File: config.mk
export PLATFORM = sky130hd
export DESIGN_NAME = tlb_ctrl_flat
export DESIGN_NICKNAME = d
export VERILOG_FILES = /design/src/rtl/tlb_ctrl_if.sv /design/src/rtl/tlb_ctrl.sv /design/src/flat_wrapper.sv
export SDC_FILE = /design/constraint.sdc
export NUM_CORES = 1
export LEC_CHECK = 0
export ABC_AREA = 1
export CAP_MARGIN = 20
export CORE_UTILIZATION = 40
export DETAILED_ROUTE_END_ITERATION = 8
export MAX_ROUTING_LAYER = met4
export PLACE_DENSITY = 0.7
export SETUP_SLACK_MARGIN = 0.3
export SLEW_MARGIN = 30
export SYNTH_ARGS = -nofsm -noshare
export SYNTH_HDL_FRONTEND = slang
export SYNTH_SLANG_ARGS = --single-unit
File: constraint.sdc
create_clock -name clk -period 1.35 [get_ports clk]
set_input_delay 0.27 -clock clk [delete_from_list [all_inputs] [get_ports clk]]
set_output_delay 0.27 -clock clk [all_outputs]
set_load 0.02 [all_outputs]
File: src/rtl/tlb_ctrl_if.sv
// tlb_ctrl_if: request/response bundle between a TLB instruction issuer and tlb_ctrl
// Signals: req_valid/req_ready handshake, req_op/req_inv_op/req_index/req_vppn/req_asid
//   request fields, done/resp_found/resp_index/resp_err completion result.
// Modports: master = issuer, slave = tlb_ctrl.
interface tlb_ctrl_if;
  logic        req_valid;
  logic        req_ready;
  logic [2:0]  req_op;
  logic [4:0]  req_inv_op;
  logic [3:0]  req_index;
  logic [18:0] req_vppn;
  logic [9:0]  req_asid;
  logic        done;
  logic        resp_found;
  logic [3:0]  resp_index;
  logic        resp_err;
  modport master (
    output req_valid, req_op, req_inv_op, req_index, req_vppn, req_asid,
    input  req_ready, done, resp_found, resp_index, resp_err
  );
  modport slave (
    input  req_valid, req_op, req_inv_op, req_index, req_vppn, req_asid,
    output req_ready, done, resp_found, resp_index, resp_err
  );
endinterface

File: src/rtl/tlb_ctrl.sv
// tlb_ctrl: sequences TLB search/read/write/fill/invalidate instructions (IDLE->EXEC->DONE)
// Ports: clk, resetn (async active-low); req = tlb_ctrl_if.slave request/response bundle;
//   tlb_s_* search port, tlb_we/tlb_w_index write port, tlb_r_index read port,
//   tlb_inv_valid/tlb_inv_op invalidate port.
module tlb_ctrl (
  input  logic        clk,
  input  logic        resetn,
  tlb_ctrl_if.slave   req,
  output logic [18:0] tlb_s_vppn,
  output logic [9:0]  tlb_s_asid,
  input  logic        tlb_s_found,
  input  logic [3:0]  tlb_s_index,
  output logic        tlb_we,
  output logic [3:0]  tlb_w_index,
  output logic [3:0]  tlb_r_index,
  output logic        tlb_inv_valid,
  output logic [4:0]  tlb_inv_op
);
  localparam logic [2:0] OP_SRCH = 3'd0;
  localparam logic [2:0] OP_RD   = 3'd1;
  localparam logic [2:0] OP_WR   = 3'd2;
  localparam logic [2:0] OP_FILL = 3'd3;
  localparam logic [2:0] OP_INV  = 3'd4;
  typedef enum logic [1:0] {IDLE, EXEC, DONE} state_t;
  state_t      state_q, state_d;
  logic [3:0]  cnt_q;
  logic [2:0]  op_q;
  logic [4:0]  inv_op_q;
  logic [3:0]  idx_q;
  logic [18:0] vppn_q;
  logic [9:0]  asid_q;
  logic        found_q;
  logic [3:0]  rindex_q;
  logic        err_q;
  logic        accept;
  logic        exec;
  logic        illegal;
  always_ff @(posedge clk or negedge resetn) begin
    if (!resetn) state_q <= IDLE;
    else         state_q <= state_d;
  end
  always_comb begin
    exec          = state_q == EXEC;
    accept        = req.req_valid && state_q == IDLE;
    illegal       = op_q > OP_INV || (op_q == OP_INV && inv_op_q > 5'd6);
    state_d       = state_q == IDLE ? (accept ? EXEC : IDLE) : state_q == EXEC ? DONE : IDLE;
    req.req_ready = state_q == IDLE;
    req.done      = state_q == DONE;
    tlb_we        = exec && !illegal && (op_q == OP_WR || op_q == OP_FILL);
    tlb_inv_valid = exec && !illegal && op_q == OP_INV;
    tlb_w_index   = idx_q;
    tlb_r_index   = idx_q;
    tlb_inv_op    = inv_op_q;
    tlb_s_vppn    = state_q == IDLE ? req.req_vppn : vppn_q;
    tlb_s_asid    = state_q == IDLE ? req.req_asid : asid_q;
  end
  // FILL takes the free-running counter value at acceptance as its index, so
  // the same register serves as write index for both WR and FILL.
  always_ff @(posedge clk or negedge resetn) begin
    if (!resetn) begin
      cnt_q    <= '0;
      op_q     <= '0;
      inv_op_q <= '0;
      idx_q    <= '0;
      vppn_q   <= '0;
      asid_q   <= '0;
      found_q  <= 1'b0;
      rindex_q <= '0;
      err_q    <= 1'b0;
    end else begin
      cnt_q <= cnt_q + 4'd1;
      if (accept) begin
        op_q     <= req.req_op;
        inv_op_q <= req.req_inv_op;
        idx_q    <= req.req_op == OP_FILL ? cnt_q : req.req_index;
        vppn_q   <= req.req_vppn;
        asid_q   <= req.req_asid;
        err_q    <= 1'b0;
      end
      if (exec) begin
        found_q  <= !illegal && op_q == OP_SRCH && tlb_s_found;
        rindex_q <= op_q == OP_SRCH ? tlb_s_index : idx_q;
        err_q    <= illegal;
      end
    end
  end
  assign req.resp_found = found_q;
  assign req.resp_index = rindex_q;
  assign req.resp_err   = err_q;
endmodule

File: src/flat_wrapper.sv
// flat-port wrapper written by rule: the top's interface ports become plain ports
module tlb_ctrl_flat 
  (clk, resetn, tlb_s_vppn, tlb_s_asid, tlb_s_found, tlb_s_index, tlb_we, tlb_w_index, tlb_r_index, tlb_inv_valid, tlb_inv_op, req_req_valid, req_req_op, req_req_inv_op, req_req_index, req_req_vppn, req_req_asid, req_req_ready, req_done, req_resp_found, req_resp_index, req_resp_err);
  tlb_ctrl_if req_i ();
  input  logic clk;
  input  logic resetn;
  output logic [18:0] tlb_s_vppn;
  output logic [9:0] tlb_s_asid;
  input  logic tlb_s_found;
  input  logic [3:0] tlb_s_index;
  output logic tlb_we;
  output logic [3:0] tlb_w_index;
  output logic [3:0] tlb_r_index;
  output logic tlb_inv_valid;
  output logic [4:0] tlb_inv_op;
  input wire logic [$bits(req_i.req_valid)-1:0] req_req_valid;
  input wire logic [$bits(req_i.req_op)-1:0] req_req_op;
  input wire logic [$bits(req_i.req_inv_op)-1:0] req_req_inv_op;
  input wire logic [$bits(req_i.req_index)-1:0] req_req_index;
  input wire logic [$bits(req_i.req_vppn)-1:0] req_req_vppn;
  input wire logic [$bits(req_i.req_asid)-1:0] req_req_asid;
  output wire logic [$bits(req_i.req_ready)-1:0] req_req_ready;
  output wire logic [$bits(req_i.done)-1:0] req_done;
  output wire logic [$bits(req_i.resp_found)-1:0] req_resp_found;
  output wire logic [$bits(req_i.resp_index)-1:0] req_resp_index;
  output wire logic [$bits(req_i.resp_err)-1:0] req_resp_err;
  assign req_i.req_valid = req_req_valid;
  assign req_i.req_op = req_req_op;
  assign req_i.req_inv_op = req_req_inv_op;
  assign req_i.req_index = req_req_index;
  assign req_i.req_vppn = req_req_vppn;
  assign req_i.req_asid = req_req_asid;
  assign req_req_ready = req_i.req_ready;
  assign req_done = req_i.done;
  assign req_resp_found = req_i.resp_found;
  assign req_resp_index = req_i.resp_index;
  assign req_resp_err = req_i.resp_err;
  tlb_ctrl u_core (.clk(clk), .resetn(resetn), .req(req_i), .tlb_s_vppn(tlb_s_vppn), .tlb_s_asid(tlb_s_asid), .tlb_s_found(tlb_s_found), .tlb_s_index(tlb_s_index), .tlb_we(tlb_we), .tlb_w_index(tlb_w_index), .tlb_r_index(tlb_r_index), .tlb_inv_valid(tlb_inv_valid), .tlb_inv_op(tlb_inv_op));
endmodule
==> impl_metrics.ini <==
[status]
status = finished with violations
violations = negative setup slack

[floorplan]
die_h_um = 82.2
rows = 28
coreArea_um2 = 6060
die_x_um = 82.2
initial_core_util_pct = 42.4
io_pins = 101
die-area_um2 = 6750

[synthesis]
synth_cell_types = 18
syn_inst = 323
synth.yosys.seq_area_share_pct = 51.6
synth_area_um2 = 2570
syn-num-nets = 373
synth.avg_cell_area_um2 = 7.96
ys_seq_elements = 53
ys_warn_count = 0

[drt]
wl_um = 9320
wl_met3_um = 445
wl_per_cell_um = 16.4
dr.first_iter.drc_count = 178
first_pass_iters = 4
ant_nets = 0
num_vias = 2837
routed_via_density = 4.98
wl_met2_um = 5010
drcViolationCount = 0
top_layer = met4
routedLengthMet1_um = 3560

[placed_design]
gp_congestion = 0.742
portBuffers = 100
post_dp_cell_area_um2 = 4220
post-place-ws_ps = -487
dp_hpwl_um = 4620

[global_routing]
antenna_found_initial = 0
grt_pass1_wl_um = 13000
grt_pass1_vias = 2813
grtUsageTotal_pct = 26.2
grt_max_degree = 54
grt.overflow.total = 0

[critical_path]
cp-start-kind = flip-flop
critPathKind = flip-flop to output pin
cp-end-kind = output pin
r2r_slack_ps = -340
required_ps = 1080
arrival_ps = 1460
cp_max_fo = 9

[finish]
nNetsFinal = 544
final_common_cell = nand2_1
antennaDiodeCount = 0
layout-drive-gt1-share_pct = 52.7
design_area_um2 = 5300
final_cell_mix = nand2_1 (59), buf_6 (57), buf_4 (51), dfrtp_1 (51), clkdlybuf4s50_1 (47)
area_delta_synth_final_pct = 106

[clock_tree]
clk_pin_slew_ps = 100
cts_sinks = 53
clockBufferDepth = 2
clk_latency_ps = 300
cts_buffers = 5
cts_max_level = 2
cts_tree = done
cts_root_buf = clkbuf_8

[worst_hold_path]
hold_class = input pin to asynchronous set/reset pin

[timing]
worst_pin_slew_ps = 297
slew_violations = 0
setup_violations = 76
hold_violations = 0
worst_slack_ps = -377
finalCritPeriodShare_pct = 128
fmax_mhz = 579
fin_crit_ps = 1730
rsz0062_at_grt = true
maxSlewHeadroom_pct = 80.2
fin_skew_ps = 5.99

[power]
leakage_nw = 2.61
vdd_drop_max_mv = 1.12
total_power_mw = 7.57
powerDensity_nw_per_um2 = 1430

[flow_run]
max_cap_violations = 0
path summary, 6_finish.rpt:
path / end / from / cells after the start
max: tlb_s_vppn[9] / u_core.state_q[1] / 6
min: u_core.vppn_q[0] / resetn / 3
max reg2reg: u_core.vppn_q[17] / u_core.state_q[1] / 10
min reg2reg: u_core.cnt_q[0] / u_core.cnt_q[0] / 1
max in group asynchronous: u_core.tlb_inv_op[4] / resetn / 3
min in group clk: u_core.cnt_q[0] / u_core.cnt_q[0] / 1
final cells by class:
class                   instances  area, µm²
repair buffers                180       2030
multi-input cells             206       1530
flip-flops and latches         53       1330
fillers                       311        759
inverters                      47        193
well taps                      75       93.8
clock buffers                   7       86.3
clock inverters                 1       30.0
repair inverters                1       11.3
cells in the mapped netlist (all sizes together):
| master | count | area, µm² |
|---|---|---|
| buf | 13 | 109 |
| o21ai | 68 | 370 |
| nand3 | 8 | 40.0 |
| dfrtp | 53 | 1330 |
| nor2 | 14 | 71.3 |
| ha | 1 | 12.5 |
| nand2 | 112 | 428 |
| inv | 47 | 176 |
| clkbuf | 5 | 18.8 |
| xor2 | 2 | 17.5 |
power by group:
group / internal (mW) / switching [mW] / total [mW]
Sequential: 1.97 / 0.357 / 2.32
Combinational: 2.12 / 2.00 / 4.11
Clock: 0.606 / 0.522 / 1.13
Total: 4.69 / 2.88 / 7.57
kinds of logic (layout without fill, tap and decap cells):
| family | count (synthesis) | count (layout) | share of synthesized area (%) |
|---|---|---|---|
| AOI/OAI and AO/OA | 68 | 68 | 14.4 |
| xor gates and xnor gates | 2 | 2 | 0.682 |
| adders and majority gates | 1 | 1 | 0.487 |
| buffers and inverters | 65 | 236 | 11.8 |
| DFF | 53 | 53 | 51.6 |
| and+or+nand+nor | 134 | 135 | 21.0 |
timing repair:
item | CTS | global route
setup buffers | 10 | 8
pin swaps | 11 | 11
cloned | 13 | 0
resized for setup | 384 | 64
endpoints found under the hold margin | 53 | 0
setup endpoints to repair | 100 | 101
hold buffers | 1 | 0
registers in the layout, summed over array words and instances, names as in the netlist:
register and flops:
u_core.tlb_inv_op 5, u_core.cnt_q 4, u_core.tlb_r_index 4, u_core.asid_q 10
u_core.state_q 2, u_core.vppn_q 19, u_core.op_q 3, u_core.req.resp_err 1
u_core.req.resp_index 4, u_core.req.resp_found 1
layer usage:
metal	global-route usage [%]	vias to the layer above
met1	30.1	1359
met4	6.14	0
met3	3.63	35
li1	-	1338
met2	48.2	105
met5	-	-
through the flow:
| stage | instances | hold WS [ps] | util [%] | TNS [ps] |
|---|---|---|---|---|
| CTS | 562 | 485 | 83.3 | -21790 |
| global placement | 530 | 293 | 69.7 | -16970 |
| detailed placement | 530 | 287 | 69.7 | -18330 |
| finish | 570 | 476 | 87.5 | -23650 |
| global route | 570 | 506 | 87.5 | -27860 |
| floorplan | 323 | -25.6 | - | 0 |
critical path, cell delays in order (launching register included):
cell and delay (ps):
dfrtp_1 440, inv_4 140, nand2_8 110, buf_12 170, nand2_2 90, o21ai_4 70
buf_6 130
Power figures use the tool's default switching activity.
